File: config.mk
export PLATFORM = sky130hd
export DESIGN_NAME = mc_datapath
export DESIGN_NICKNAME = d
export VERILOG_FILES = /design/src/rtl/mc_datapath.sv
export SDC_FILE = /design/constraint.sdc
export NUM_CORES = 2
export LEC_CHECK = 0
export ABC_CLOCK_PERIOD_IN_PS = 53300
export CAP_MARGIN = 20
export CORE_MARGIN = 4
export CORE_UTILIZATION = 56
export DETAILED_ROUTE_END_ITERATION = 8
export HOLD_SLACK_MARGIN = 0.15
export PLACE_DENSITY = 0.83
export SYNTH_ARGS = -nofsm -noshare
export SYNTH_HDL_FRONTEND = slang
export SYNTH_SLANG_ARGS = --single-unit
export TNS_END_PERCENT = 1
File: constraint.sdc
create_clock -name clk -period 53.3 [get_ports clk]
set_clock_uncertainty 0.1 [all_clocks]
set_input_delay 10.66 -clock clk [delete_from_list [all_inputs] [get_ports clk]]
set_output_delay 10.66 -clock clk [all_outputs]
set_load 0.02 [all_outputs]
File: src/rtl/mc_datapath.sv
// Multi-cycle MIPS-subset datapath: PC, IR, 32x32 register file, ALU and FSM sharing one req/ready memory port.
// Optional write/store trace: define MC_DATAPATH_TRACE_EN.
module mc_datapath #(
    parameter logic [31:0] RESET_PC    = 32'h0000_3000,
    parameter int          MEM_TIMEOUT = 16
) (
    input  logic        clk,
    input  logic        reset,
    output logic        mem_req,
    output logic        mem_we,
    output logic [31:0] mem_addr,
    output logic [31:0] mem_wdata,
    input  logic [31:0] mem_rdata,
    input  logic        mem_ready,
    output logic [31:0] pc,
    output logic        retire,
    output logic        wb_en,
    output logic [4:0]  wb_addr,
    output logic [31:0] wb_data,
    output logic        bus_err
);

    typedef enum logic [2:0] {FETCH, DECODE, EXEC, MEM, WB, HALT} state_t;

    state_t      state_q, state_d;
    logic [31:0] pc_q, pc_d, ir_q, ir_d, a_q, a_d, b_q, b_d;
    logic [31:0] alu_q, alu_d, mdr_q, mdr_d, wait_q, wait_d;
    logic        bus_err_q, bus_err_d;
    logic [31:0] rf_q [32];

    logic        mem_req_c, mem_we_c, retire_c, wb_en_c, timeout_hit;
    logic [31:0] mem_addr_c, wb_data_c;
    logic [4:0]  wb_addr_c;

    logic [5:0]  op, funct;
    logic [4:0]  rs, rt, rd;
    logic [15:0] imm;
    logic [31:0] sext_imm, pc_plus4, br_target, j_target, rd_a, rd_b;
    logic        is_zero, is_r, is_addu, is_subu, is_slt, is_jr;
    logic        is_ori, is_lui, is_lw, is_sw, is_beq, is_j, is_jal;

    assign op        = ir_q[31:26];
    assign rs        = ir_q[25:21];
    assign rt        = ir_q[20:16];
    assign rd        = ir_q[15:11];
    assign funct     = ir_q[5:0];
    assign imm       = ir_q[15:0];
    assign sext_imm  = {{16{imm[15]}}, imm};
    assign pc_plus4  = pc_q + 32'd4;
    assign br_target = pc_plus4 + {sext_imm[29:0], 2'b00};
    assign j_target  = {pc_plus4[31:28], ir_q[25:0], 2'b00};
    assign rd_a      = (rs == 5'd0) ? 32'd0 : rf_q[rs];
    assign rd_b      = (rt == 5'd0) ? 32'd0 : rf_q[rt];

    // The all-zero word is an explicit nop even though it decodes as an R-type.
    assign is_zero = (ir_q == 32'd0);
    assign is_r    = (op == 6'h00) && !is_zero;
    assign is_addu = is_r && (funct == 6'h21);
    assign is_subu = is_r && (funct == 6'h23);
    assign is_slt  = is_r && (funct == 6'h2A);
    assign is_jr   = is_r && (funct == 6'h08);
    assign is_ori  = (op == 6'h0D);
    assign is_lui  = (op == 6'h0F);
    assign is_lw   = (op == 6'h23);
    assign is_sw   = (op == 6'h2B);
    assign is_beq  = (op == 6'h04);
    assign is_j    = (op == 6'h02);
    assign is_jal  = (op == 6'h03);

    always_comb begin
        state_d     = state_q;
        pc_d        = pc_q;
        ir_d        = ir_q;
        a_d         = a_q;
        b_d         = b_q;
        alu_d       = alu_q;
        mdr_d       = mdr_q;
        wait_d      = wait_q;
        bus_err_d   = bus_err_q;
        mem_req_c   = 1'b0;
        mem_we_c    = 1'b0;
        mem_addr_c  = pc_q;
        retire_c    = 1'b0;
        wb_en_c     = 1'b0;
        wb_addr_c   = 5'd0;
        wb_data_c   = alu_q;
        timeout_hit = 1'b0;

        if (state_q == FETCH) begin
            mem_req_c = 1'b1;
        end else if (state_q == MEM) begin
            mem_req_c  = 1'b1;
            mem_addr_c = alu_q;
            mem_we_c   = is_sw;
        end

        // Wait counter tracks consecutive stalled request cycles.
        if (mem_req_c) begin
            if (mem_ready) begin
                wait_d = 32'd0;
            end else begin
                wait_d      = wait_q + 32'd1;
                timeout_hit = (MEM_TIMEOUT != 0) && (wait_d == 32'(MEM_TIMEOUT));
            end
        end

        case (state_q)
            FETCH: begin
                if (timeout_hit) begin
                    state_d   = HALT;
                    bus_err_d = 1'b1;
                end else if (mem_ready) begin
                    ir_d    = mem_rdata;
                    state_d = DECODE;
                end
            end
            DECODE: begin
                a_d     = rd_a;
                b_d     = rd_b;
                state_d = EXEC;
            end
            EXEC: begin
                state_d = WB;
                if (is_addu)            alu_d = a_q + b_q;
                else if (is_subu)       alu_d = a_q - b_q;
                else if (is_slt)        alu_d = {31'd0, $signed(a_q) < $signed(b_q)};
                else if (is_ori)        alu_d = a_q | {16'd0, imm};
                else if (is_lui)        alu_d = {imm, 16'd0};
                else if (is_lw || is_sw) begin
                    alu_d   = a_q + sext_imm;
                    state_d = MEM;
                end else begin
                    retire_c = 1'b1;
                    state_d  = FETCH;
                    if (is_beq)              pc_d = (a_q == b_q) ? br_target : pc_plus4;
                    else if (is_j || is_jal) pc_d = j_target;
                    else if (is_jr)          pc_d = a_q;
                    else                     pc_d = pc_plus4;
                    if (is_jal) begin
                        wb_en_c   = 1'b1;
                        wb_addr_c = 5'd31;
                        wb_data_c = pc_plus4;
                    end
                end
            end
            MEM: begin
                if (timeout_hit) begin
                    state_d   = HALT;
                    bus_err_d = 1'b1;
                end else if (mem_ready) begin
                    if (is_sw) begin
                        retire_c = 1'b1;
                        pc_d     = pc_plus4;
                        state_d  = FETCH;
                    end else begin
                        mdr_d   = mem_rdata;
                        state_d = WB;
                    end
                end
            end
            WB: begin
                retire_c  = 1'b1;
                pc_d      = pc_plus4;
                state_d   = FETCH;
                wb_addr_c = is_r ? rd : rt;
                wb_data_c = is_lw ? mdr_q : alu_q;
                wb_en_c   = (wb_addr_c != 5'd0);
            end
            default: state_d = HALT;
        endcase
    end

    always_ff @(posedge clk or posedge reset) begin
        if (reset) begin
            state_q   <= FETCH;
            pc_q      <= RESET_PC;
            ir_q      <= 32'd0;
            a_q       <= 32'd0;
            b_q       <= 32'd0;
            alu_q     <= 32'd0;
            mdr_q     <= 32'd0;
            wait_q    <= 32'd0;
            bus_err_q <= 1'b0;
            for (int i = 0; i < 32; i++) rf_q[i] <= 32'd0;
        end else begin
            state_q   <= state_d;
            pc_q      <= pc_d;
            ir_q      <= ir_d;
            a_q       <= a_d;
            b_q       <= b_d;
            alu_q     <= alu_d;
            mdr_q     <= mdr_d;
            wait_q    <= wait_d;
            bus_err_q <= bus_err_d;
            if (wb_en_c) rf_q[wb_addr_c] <= wb_data_c;
        end
    end

    assign mem_req   = mem_req_c & ~reset;
    assign mem_we    = mem_we_c;
    assign mem_addr  = mem_addr_c;
    assign mem_wdata = b_q;
    assign pc        = pc_q;
    assign retire    = retire_c & ~reset;
    assign wb_en     = wb_en_c & ~reset;
    assign wb_addr   = wb_addr_c;
    assign wb_data   = wb_data_c;
    assign bus_err   = bus_err_q;

`ifdef MC_DATAPATH_TRACE_EN
    always_ff @(posedge clk) begin
        if (wb_en) $display("@%h: $%d <= %h", pc, wb_addr, wb_data);
        if (mem_req && mem_ready && mem_we) $display("@%h: *%h <= %h", pc, mem_addr, mem_wdata);
    end
`endif

endmodule

==> impl_results.md <==
* Outcome: finished clean
* Synth Area in XOR/XNOR at 1.50%
* Worst R2R Path Depth at 8
* Fmax at 0.0421 GHz
* Ys async rst share at 100%
* Final Wtd Congestion at 1.04
* Slew Limit Fails at 0
* Reg2reg end: a_q[31]
* Syn_nets at 6,954
* Maximum clock path buffer count at 3
* Fillers at 9,329
* Worst r2r src: ir_q[21]
* Normalized max-slew margin at 17.9%
* Layout area overhead at 10.5%
* Layout cells sized above 1 at 18.2%
* Dpl hpwl at 155,000 um
* TNS Setup at 0 ns
* Worst-Margin Slew at 1.23 ns
* Critical Path Source Type: input port
* Synth top area share at 43.5%
* Post-synthesis simple-gate area fraction at 11.3%
* Hold path depth at 0
* First-pass GRT wire length at 373,000 um
* VDD IR max at 39.3 uV
* Leak at 34.0 nW
* Row Count at 131
* Cell area after layout at 79,400 sq um
* DR WL/cell at 29.8 um
* Hold WC Path Type: reg -> reg
* Register area share after synthesis at 43.6%
* H-tree depth at 4
* Fin crit share at 44.6%
* Antenna violations before repair at 7
* Final setup fails at 0
* Required @ worst endpoint at 42.54 ns
* Tmin final at 23.78 ns
* Final hold violations at 0
* Worst-Skew Late Latency at 0.79 ns
* Mapped Area at 71,900 sq um
* Drt total wl at 249,000 um
* Synth Warn # at 0
* Die area at 134,000 sq um
* Final Util at 62.3%
* Area of the multi-input gates at 37,900 sq um
* Vias in the first global route at 60,000
* CTS clk-pin slew, worst paths at 0.06 ns
* Worst endpoint data arrival time at 13.02 ns
* I/O pin count at 173
* CP endpoint kind: output pin
* Reg area at 31,400 sq um
* Detailed Route Iter0 Violations at 9,653
* Max FO, Critical Path at 36
* CTS tree: done
* Post-synthesis adder-cell area fraction at 2.67%
* Routed via count at 60,100
* EDFF count, synth at 0
* Post-CTS Setup Bufs at 0
* Fin nets at 6,803
* Final ANT Viol Nets at 0
* Die height at 366 um
* Global route total overflow at 0
* Worst hold start: rf_q[997]
* WHS Endpoint: rf_q[997]
* Post-DP Area at 74,800 sq um
* CTS resizes at 0
* Top_reg_cell synth: dfrtp_1
* RSZ-0062 raised after global routing: no
* Drt drc at 0
* Starting Density at 56.4%
* FF-to-FF setup slack at 46.95 ns
* Clk sinks at 1,252
* Clk root buf: clkbuf_16
* Post-synthesis instance total at 6,768
* Setup crit start: mem_ready
* # hold bufs at CTS at 0
* Average vias per placed instance at 7.17
* Die extent in x at 366 um
* Flop and latch count out of synthesis at 1,252
* Compound-Gate Fraction of Synth Area at 14.4%
* CTS buffer count at 132
* DRT Pass-1 Iters at 9
* Core Area at 128,000 sq um
* CP Class: in -> out
* Gr usage total at 36.8%
* Synth area leader: dfrtp_1
* Max_cap viols at 0
* Synth cell types at 95
* Syn Area/Cell at 10.6 sq um
* Largest net degree at the start of global routing at 127
* Pwr Density at 62.6 nW/um^2
* Dominant cells by area after synthesis: dfrtp_1 44%, mux4_2 20%, a21oi_1 6.1%
* IO Port Bufs at 172
* Mux contribution to synthesized area at 22.2%
* Main combinational cell family by area after synthesis: multiplexers
## registers in the layout, indices dropped and copies added, names as in the netlist
name and flops:
alu_q 32, bus_err 1, ir_q 32, mem_wdata 32, mdr_q 32, pc 32, a_q 32, wait_q 32
rf_q 1024, state_q 3
## metrics by stage
step | worst slack [ns] | total power [mW] | hold WS (ns) | cells
after detailed placement | 29.52 | 3.93 | 0.284 | 8134
after global routing | 29.30 | 5.17 | 0.311 | 8378
after CTS | 29.51 | 4.89 | 0.297 | 8367
after floorplan | 7.26 | 3.12 | 0.341 | 6768
after global placement | 29.45 | 3.87 | 0.276 | 8134
final | 29.52 | 4.97 | 0.300 | 8380
## power breakdown
group	leakage, nW	internal (mW)	total, mW	switching (mW)
logic	15.0	1.05	2.53	1.48
clock network	2.14	0.539	0.944	0.405
registers	16.9	1.17	1.50	0.333
## worst max-delay path, cell delays in order
cell and delay (ns):
clkdlybuf4s50_1 0.47, buf_4 0.35, nand2_1 0.18, o21ai_0 0.36
nor2_1 0.12, a211oi_1 0.24, clkdlybuf4s50_1 0.65
## cells in the final DEF, fill, tap and decap left out, types with 51 or more instances in the layout
cell type           n
clkdlybuf4s50_1   172
o21ai_0           422
mux2_2             55
buf_4             140
nand2_1           596
inv_1             158
ha_1              147
dfrtp_1          1240
nand3_1            51
o22ai_1            67
a21oi_1           860
xnor2_1            87
clkbuf_16         135
mux4_2            640
o21ai_1            81
nor2_1            886
mux2i_1            89
## kinds of logic (layout without fill, tap and decap cells)
logic type,Yosys count,after routing
AND/OR/NAND/NOR,1863,1863
AO/OA/AOI/OAI,1822,1822
flip-flops,1252,1252
multiplexers,785,785
buffers and inverters,772,720
adder cells (fa/ha/maj),151,151
XOR/XNOR,123,123
other,0,2
## routing by layer
| metal | wire (um) | global-route usage, % |
|---|---|---|
| met3 | 33700 | 11.5 |
| met1 | 87500 | 47.6 |
| met2 | 110000 | 54.2 |
| met5 | 27 | 0 |
| met4 | 18300 | 23.8 |
## cell type report
type / instances / area share [%]
Antenna cell: 2 / 0.00630
Clock buffer: 185 / 4.78
Clock inverter: 48 / 0.698
Inverter: 163 / 0.780
Multi-Input combinational cell: 4744 / 47.8
Sequential cell: 1252 / 39.5
Tap cell: 1662 / 2.62
Timing Repair Buffer: 324 / 3.85
## Yosys cell counts (27+ instances only)
cell type and instances:
nand2_1 600, buf_2 137, nand4_1 36, xnor2_1 87
nor2_1 889, and3_1 39, nor3_1 47, o21ai_1 81
o22ai_1 67, a221oi_1 27, a21o_1 39, mux2_2 55
clkbuf_1 395, mux4_2 640, mux2i_1 89, a21oi_2 28
inv_1 159, a21oi_1 879, dfrtp_1 1250, o21ai_0 423
xor2_1 36, o31ai_1 27, ha_1 147, buf_1 68
nand3_1 52
## worst max-delay path by stage
| stage | end | slack (ns) | cells after the start |
|---|---|---|---|
| after floorplan | a_q[0] | 7.26 | 1 |
| after global placement | retire | 29.45 | 7 |
| after detailed placement | retire | 29.52 | 7 |
| after CTS | retire | 29.51 | 7 |
| after global routing | retire | 29.30 | 7 |
| final | retire | 29.52 | 7 |
(Power assumes the default switching activity.)
